**config.mk**
```make
export PLATFORM = sky130hd
export DESIGN_NAME = fm_master
export DESIGN_NICKNAME = d
export VERILOG_FILES = /design/src/rtl/fm_master.sv
export SDC_FILE = /design/constraint.sdc
export NUM_CORES = 1
export LEC_CHECK = 0
export BUFFER_PORTS_ARGS = -buffer_cell sky130_fd_sc_hd__buf_4
export CAP_MARGIN = 20
export CORE_MARGIN = 1
export CORE_UTILIZATION = 53
export DETAILED_ROUTE_END_ITERATION = 10
export GPL_TIMING_DRIVEN = 0
export PLACE_DENSITY = 0.8
export SETUP_SLACK_MARGIN = 0.5
export SYNTH_ARGS = -nofsm -noshare
export SYNTH_HDL_FRONTEND = slang
export SYNTH_SLANG_ARGS = --single-unit
```
**constraint.sdc**
```tcl
create_clock -name clk -period 5.15 [get_ports clk]
set_input_delay 0.2575 -clock clk [delete_from_list [all_inputs] [get_ports clk]]
set_output_delay 0.2575 -clock clk [all_outputs]
set_load 0.02 [all_outputs]
```
**src/rtl/fm_master.sv**
```systemverilog
// rtl/fm_master.sv - bus-master sequencer for the factorial slave (write N, start, poll, read result, clear).
// Optional poll timeout is enabled by defining FM_POLL_TIMEOUT_EN.
module fm_master #(
  parameter logic [7:0]  ADDR_BASE  = 8'h00,
  parameter logic [15:0] POLL_LIMIT = 16'd1024
) (
  input  logic        clk,
  input  logic        reset,
  input  logic        cmd_valid,
  input  logic [5:0]  cmd_n,
  output logic        cmd_ready,
  output logic        res_valid,
  output logic [63:0] result,
  output logic        res_err,
  output logic        m_req,
  input  logic        m_grant,
  output logic        m_wr,
  output logic        m_en,
  output logic [7:0]  m_addr,
  output logic [31:0] m_dout,
  input  logic [31:0] m_din
);

  localparam logic [7:0] OFF_START   = 8'h0;
  localparam logic [7:0] OFF_CLEAR   = 8'h1;
  localparam logic [7:0] OFF_DONE    = 8'h2;
  localparam logic [7:0] OFF_OPERAND = 8'h4;
  localparam logic [7:0] OFF_RES_H   = 8'h5;
  localparam logic [7:0] OFF_RES_L   = 8'h6;

  typedef enum logic [3:0] {
    IDLE, REQ, WR_OPERAND, WR_START, POLL_A, POLL_D,
    RDH_A, RDH_D, RDL_A, RDL_D, CLEAR, DONE
  } state_t;

  state_t      state_q, state_d;
  logic [5:0]  n_q, n_d;
  logic [31:0] hi_q, hi_d, lo_q, lo_d;
  logic [63:0] result_q, result_d;
  logic        err_q, err_d;
  logic [31:0] wdata;
`ifdef FM_POLL_TIMEOUT_EN
  logic [15:0] cnt_q, cnt_d;
`endif

  always_ff @(posedge clk or posedge reset) begin
    if (reset) begin
      state_q  <= IDLE;
      n_q      <= '0;
      hi_q     <= '0;
      lo_q     <= '0;
      result_q <= '0;
      err_q    <= 1'b0;
`ifdef FM_POLL_TIMEOUT_EN
      cnt_q    <= '0;
`endif
    end else begin
      state_q  <= state_d;
      n_q      <= n_d;
      hi_q     <= hi_d;
      lo_q     <= lo_d;
      result_q <= result_d;
      err_q    <= err_d;
`ifdef FM_POLL_TIMEOUT_EN
      cnt_q    <= cnt_d;
`endif
    end
  end

  // Bus states hold address/direction while waiting for grant; m_en only fires on a granted cycle.
  always_comb begin
    state_d   = state_q;
    n_d       = n_q;
    hi_d      = hi_q;
    lo_d      = lo_q;
    result_d  = result_q;
    err_d     = err_q;
`ifdef FM_POLL_TIMEOUT_EN
    cnt_d     = cnt_q;
`endif
    cmd_ready = 1'b0;
    res_valid = 1'b0;
    m_req     = 1'b0;
    m_en      = 1'b0;
    m_wr      = 1'b0;
    m_addr    = '0;
    wdata     = '0;
    case (state_q)
      IDLE: begin
        cmd_ready = 1'b1;
        if (cmd_valid) begin
          n_d     = cmd_n;
          err_d   = 1'b0;
          state_d = REQ;
        end
      end
      REQ: begin
        m_req   = 1'b1;
        state_d = WR_OPERAND;
      end
      WR_OPERAND: begin
        m_req  = 1'b1;
        m_wr   = 1'b1;
        m_addr = ADDR_BASE + OFF_OPERAND;
        wdata  = {26'b0, n_q};
        if (m_grant) begin
          m_en    = 1'b1;
          state_d = WR_START;
`ifdef FM_POLL_TIMEOUT_EN
          cnt_d   = '0;
`endif
        end
      end
      WR_START: begin
        m_req  = 1'b1;
        m_wr   = 1'b1;
        m_addr = ADDR_BASE + OFF_START;
        wdata  = 32'h1;
        if (m_grant) begin
          m_en    = 1'b1;
          state_d = POLL_A;
        end
      end
      POLL_A: begin
        m_req  = 1'b1;
        m_addr = ADDR_BASE + OFF_DONE;
        if (m_grant) begin
          m_en    = 1'b1;
          state_d = POLL_D;
`ifdef FM_POLL_TIMEOUT_EN
          cnt_d   = cnt_q + 16'd1;
`endif
        end
      end
      POLL_D: begin
        m_req = 1'b1;
        if (m_din[0]) begin
          state_d = RDH_A;
`ifdef FM_POLL_TIMEOUT_EN
        end else if (cnt_q >= POLL_LIMIT) begin
          err_d   = 1'b1;
          state_d = CLEAR;
`endif
        end else begin
          state_d = POLL_A;
        end
      end
      RDH_A: begin
        m_req  = 1'b1;
        m_addr = ADDR_BASE + OFF_RES_H;
        if (m_grant) begin
          m_en    = 1'b1;
          state_d = RDH_D;
        end
      end
      RDH_D: begin
        m_req   = 1'b1;
        hi_d    = m_din;
        state_d = RDL_A;
      end
      RDL_A: begin
        m_req  = 1'b1;
        m_addr = ADDR_BASE + OFF_RES_L;
        if (m_grant) begin
          m_en    = 1'b1;
          state_d = RDL_D;
        end
      end
      RDL_D: begin
        m_req   = 1'b1;
        lo_d    = m_din;
        state_d = CLEAR;
      end
      CLEAR: begin
        m_req  = 1'b1;
        m_wr   = 1'b1;
        m_addr = ADDR_BASE + OFF_CLEAR;
        wdata  = 32'h1;
        if (m_grant) begin
          m_en     = 1'b1;
          // Staged words reach result only here, so result holds until the next res_valid.
          result_d = err_q ? 64'h0 : {hi_q, lo_q};
          state_d  = DONE;
        end
      end
      DONE: begin
        res_valid = 1'b1;
        state_d   = IDLE;
      end
      default: state_d = IDLE;
    endcase
    m_dout = (m_en && m_wr) ? wdata : 32'h0;
  end

  assign result = result_q;

`ifdef FM_POLL_TIMEOUT_EN
  assign res_err = (state_q == DONE) && err_q;
`else
  assign res_err = 1'b0 && (POLL_LIMIT == 16'd0);
`endif

endmodule

```
Word level (Yosys, flattened, before mapping)
Index checks and enable logic that the tools add are counted.
{"block": "word_totals", "rom_bits": 0, "latchBits": 0, "in_bits": 42, "output_inout_bits": 110, "n_memories": 0, "mem_bits_rw": 0, "reg_bits": 138}
{"block": "op_classes", "addsub": 0, "eq_ne": 18, "bitwise": 0, "n_shift": 0, "magnitude_cmp": 0, "n_mul": 0, "reduce_logical": 9, "mux": 18, "div_mod_pow": 0}
{"op": "4-bit one-hot mux with 11 select lines", "count": 1}
{"op": "32-bit two-way mux", "count": 1}
{"op": "4-bit two-way mux", "count": 7}
{"op": "4-bit by 3-bit equality test with 1-bit output (second input constant)", "count": 4}
{"op": "4-bit equality test (second input constant)", "count": 4}
{"op": "3-bit one-hot mux with 5 select lines", "count": 1}
{"op": "2-bit != test (second input constant)", "count": 7}
{"op": "6-bit one-hot mux with 2 select lines", "count": 1}
{"op": "10-bit OR reduction", "count": 1}
{"op": "4-bit by 2-bit equality test with 1-bit output (second input constant)", "count": 2}
{"op": "7-bit AND reduction", "count": 1}
{"op": "1-bit two-way mux", "count": 6}
{"op": "6-bit OR reduction", "count": 1}
{"op": "4-bit by 1-bit equality test with 1-bit output (second input constant)", "count": 1}
{"op": "4-bit logical NOT", "count": 1}
{"op": "2-bit AND reduction", "count": 2}
{"op": "3-bit OR reduction", "count": 1}
{"op": "2-bit two-way mux", "count": 1}
{"op": "2-bit OR reduction", "count": 1}
{"op": "1-bit logical AND", "count": 1}

Depth between registers and ports, before layout
{"block": "depth", "word_depth": 5, "mapped_depth": 6}

Worst setup path after synthesis
No wires, ideal clock.
{"block": "synth_timing", "path_kind": "register to register", "start": "register state_q[3]", "end": "register n_q[0]", "path_slack_ps": 3350, "path_stages_with_launch": 5, "period_less_slack_ps": 1800, "arrival_time_ps": 1676, "path_cell_list": "dfrtp_1 -> buf_2 -> nor4_2 -> nand2_1 -> mux2_2"}
{"block": "synth_via", "elab_chain_len": 2}
{"element": "start, declared", "line": "36", "text": "state_t state_q, state_d;"}
{"element": "start signal, assigned", "line": "58", "text": "state_q <= state_d;"}
{"element": "4-bit logical NOT", "line": "88", "text": "case (state_q)"}
{"element": "2-bit AND reduction (no line)"}
{"element": "end signal, assigned", "line": "59", "text": "n_q <= n_d;"}
{"element": "end, declared", "line": "37", "text": "logic [5:0] n_q, n_d;"}
No other way between the ends.
A chain may end at the register's enable or synchronous reset.

Worst setup path in the final report
{"block": "layout_timing", "start": "register state_q[0]", "end": "output m_dout[3]"}
{"block": "layout_via", "elab_chain_len": 5, "elab_cells_between_ends": 14}
{"element": "4-bit equality test, or another cell as far along", "line": "88"}
{"element": "6-bit OR reduction (no line) or 3-bit OR reduction (tied branches)"}
{"element": "1-bit two-way mux (on tied branches)"}
{"element": "1-bit logical AND", "line": "192", "text": "m_dout = (m_en && m_wr) ? wdata : 32'h0;"}
{"element": "32-bit two-way mux (*)", "line": "192"}
{"element": "end, declared", "line": "20", "text": "output logic [31:0] m_dout,"}
Every way passes the cells marked *; elsewhere a longest branch is shown, timed or not.

==> impl_metrics.toml <==
[floorplanning]
die_w_um = 106.1
initial_core_utilization = 0.5509
design.die.area_um2 = 11250
fp-row-count = 37
pin_count = 152
die_height_um = 106.1
core_um2 = 10420

[place]
finalWeightedCongestion = 0.7745
port_buffer_count = 119
hpwlAfterDp_um = 7636
place_inst = 659

[route]
route.detailed.vias_per_inst = 4.941
drt-pass1-iter-count = 4
detail_route.drc_violations = 0
post_drt_wl_per_cell_um = 15.63
wl_um = 11400
via_count = 3602
dr.first_iter.drc_count = 98
antenna_violating_nets_post_route = 0

[layout]
post_route_cells_drive_above_1_share = 0.5565
final_nets = 623
syn_to_final_growth_pct = 39.05
layoutNonFillerInstCount = 729
antenna-diode-count = 0

[yosys]
synth_seq_area_share = 0.6018
synth_warnings = 0
synth.area.mux_share = 0.2837
synthDistinctLibCells = 36
synth_adder_area_share = 0
synth_xor_area_frac = 0.001526
combinational_family_with_the_most_area_after_synthesis = "multiplexers"
post_synth.cell_area_avg_um2 = 15.42
yosys.area_share.simple = 0.03053
post_synth_inst_count = 372
ys_ff_latch = 138
netlist_area_um2 = 5738
synth_largest_type_area_fraction = 0.6018
yosys.area.top_type = "sky130_fd_sc_hd__dfrtp_1"
synth.area.top_cells = "sky130_fd_sc_hd__dfrtp_1 (60%), sky130_fd_sc_hd__mux2_2 (19%), sky130_fd_sc_hd__mux2_4 (7.6%)"
complex_gate_fraction_of_the_synthesized_area = 0.01723

[clock_tree]
cts_buffers = 17
worst_skew_pair.late_latency_ns = 0.51
tritoncts = "yes"
reg_clk_slew_reported_paths_ns = 0.06
cts_max_level = 4
clkSinkCount = 138
clock-root-buffer = "sky130_fd_sc_hd__clkbuf_8"
clock_tree.buffer_depth = 2
post_cts.repair.setup_buffers = 0

[global_routing]
globalRouteMet1Util = 0.2690
groute.layer.met2.usage = 0.3665
grt.busiest_layer = "met2"
globalRoute.totalOverflow = 0
grt_max_degree = 81
antenna_found_initial = 0
first_global_vias = 3780
track_usage = 0.2207
grt_pass1_wl_um = 18750
grtUsageMet3 = 0.06560

[power]
p_leak_nw = 4.115
worst_ir_drop_vdd_uv = 344.3
power.density_cell_area_nw_per_um2 = 569.2

[sta]
grt_setup_unrepaired = "false"
worstMarginPinSlew_ns = 0.5293
finalHoldViolations = 0
final_period_minus_worst_setup_slack_ns = 2.291
finalMaxSlewViolations = 0
totalNegativeSetupSlack_ns = 0
timing.fmax_mhz = 436.5
layout_worst_path_cycle_share = 0.4448
timing.slew.headroom = 0.6472
setup_viol_count_final = 0
skew_ns = 0.007285

[worst_setup_path]
critPathMaxFanout = 8
crit_arrival_ns = 2.03
endpoint_kind = "output pin"
worstSetupStartpointType = "flip-flop"
critical_path_class = "reg -> out"
critical_path_required_ns = 4.89

[job]
maxCapViolCount = 0

[status]
run_status = "finished, final reports clean"

[hold_path]
class_of_the_most_critical_hold_timing_path = "in -> reg"
==> repair_timing <==
| item | CTS | global route |
|---|---|---|
| resized for setup | 0 | 0 |
| hold endpoints to repair | 128 | 0 |
| hold buffers | 39 | 0 |
==> where the power goes <==
group	leakage [nW]	switching [mW]	internal, mW
Combinational	2.03	0.707	0.823
Clock	0.317	0.433	0.856
Sequential	1.77	0.228	1.49
Total	4.12	1.37	3.17
==> worst max-delay path, stage by stage (launching register included) <==
cell	delay [ns]
sky130_fd_sc_hd__dfrtp_1	0.37
sky130_fd_sc_hd__buf_4	0.17
sky130_fd_sc_hd__nand3b_1	0.23
sky130_fd_sc_hd__nor3_1	0.40
sky130_fd_sc_hd__and2_1	0.21
sky130_fd_sc_hd__buf_4	0.14
==> layer usage <==
layer  part of all wire  vias up
li1                   -     1640
met1               0.41     1824
met2               0.52      113
met3              0.051       25
met4              0.019        0
met5                  0        -
==> per-stage QoR <==
step	instance area [um2]	total power [mW]	hold WS (ns)	utilization	setup slack, ns
2_1_floorplan	5854	2.694	0.4060	-	1.196
3_3_place_gp	6918	3.158	0.4681	0.6641	-0.08783
3_5_place_dp	6950	3.236	0.3486	0.6673	3.207
4_1_cts	7979	4.577	0.04492	0.7660	2.832
5_1_grt	7979	4.764	0.09112	0.7660	2.715
6_report	7979	4.542	0.07395	0.7660	2.859
==> path summary, 6_finish.rpt <==
check | from | to | slack, ns | cells past startpoint
min in group asynchronous | reset | lo_q[13]$_DFFE_PP0P_ | 0.36 | 3
setup / recovery | state_q[0]$_DFFE_PP0P_ | m_dout[3] | 2.86 | 5
hold / removal | m_grant | state_q[2]$_DFFE_PP0P_ | 0.07 | 3
max in group asynchronous | reset | result[4]$_DFFE_PP0P_ | 4.04 | 4
hold reg to reg | result[0]$_DFFE_PP0P_ | result[0]$_DFFE_PP0P_ | 0.49 | 1
setup reg to reg | state_q[3]$_DFFE_PP0P_ | lo_q[25]$_DFFE_PP0P_ | 3.21 | 5
==> flip-flops by register name, indices dropped and copies added (netlist names) <==
signal and cells:
n_q 6, lo_q 32, result 64, hi_q 32
state_q 4
==> cell type report <==
class | instances | area [um2]
tap | 136 | 170.2
buffer | 51 | 359.1
timing repair buffer | 159 | 1311
inverter | 3 | 16.27
clock inverter | 12 | 196.4
sequential | 138 | 3453
clock buffer | 19 | 441.7
multi-input combinational | 211 | 2031
fill | 655 | 2437
==> synth_stat cells <==
cell and count:
sky130_fd_sc_hd__dfrtp_1 138, sky130_fd_sc_hd__mux2_2 97, sky130_fd_sc_hd__buf_4 36, sky130_fd_sc_hd__mux2_4 29, sky130_fd_sc_hd__buf_2 8, sky130_fd_sc_hd__mux2_1 8
sky130_fd_sc_hd__nor2_1 6, sky130_fd_sc_hd__and2_1 5, sky130_fd_sc_hd__nand2b_1 4, sky130_fd_sc_hd__a21oi_1 3, sky130_fd_sc_hd__buf_6 3, sky130_fd_sc_hd__clkbuf_1 3
sky130_fd_sc_hd__nand2_1 3, sky130_fd_sc_hd__nor3_1 3, sky130_fd_sc_hd__o21ai_0 3, sky130_fd_sc_hd__inv_1 2, sky130_fd_sc_hd__o21a_1 2, sky130_fd_sc_hd__a211o_1 1
sky130_fd_sc_hd__a21boi_0 1, sky130_fd_sc_hd__buf_1 1, sky130_fd_sc_hd__conb_1 1, sky130_fd_sc_hd__inv_2 1, sky130_fd_sc_hd__mux2i_1 1, sky130_fd_sc_hd__nand2_2 1
sky130_fd_sc_hd__nand3b_1 1, sky130_fd_sc_hd__nand4_1 1, sky130_fd_sc_hd__nor2_4 1, sky130_fd_sc_hd__nor3b_1 1, sky130_fd_sc_hd__nor3b_2 1, sky130_fd_sc_hd__nor4_2 1
sky130_fd_sc_hd__o211a_1 1, sky130_fd_sc_hd__o221ai_1 1, sky130_fd_sc_hd__o2bb2ai_1 1, sky130_fd_sc_hd__o311a_1 1, sky130_fd_sc_hd__or3_1 1, sky130_fd_sc_hd__xnor2_1 1
==> cells in the final DEF (no fill, tap or decap), types with 4 or more instances in the layout <==
master                            n
sky130_fd_sc_hd__and2_1           5
sky130_fd_sc_hd__buf_2            8
sky130_fd_sc_hd__buf_4          155
sky130_fd_sc_hd__bufinv_16        5
sky130_fd_sc_hd__clkbuf_16       16
sky130_fd_sc_hd__clkinv_2         4
sky130_fd_sc_hd__conb_1          32
sky130_fd_sc_hd__dfrtp_1        138
sky130_fd_sc_hd__dlygate4sd3_1   39
sky130_fd_sc_hd__mux2_1           8
sky130_fd_sc_hd__mux2_2          97
sky130_fd_sc_hd__mux2_4          29
sky130_fd_sc_hd__nand2b_1         4
sky130_fd_sc_hd__nor2_1           6
==> logic make-up after synthesis <==
family                    Yosys count
and+or+nand+nor                    29
buffers and inverters              54
AOI/OAI and AO/OA                  14
other                               1
DFF                               138
xor gates and xnor gates            1
muxes                             135
No activity file was read; power rests on OpenSTA's default activity.
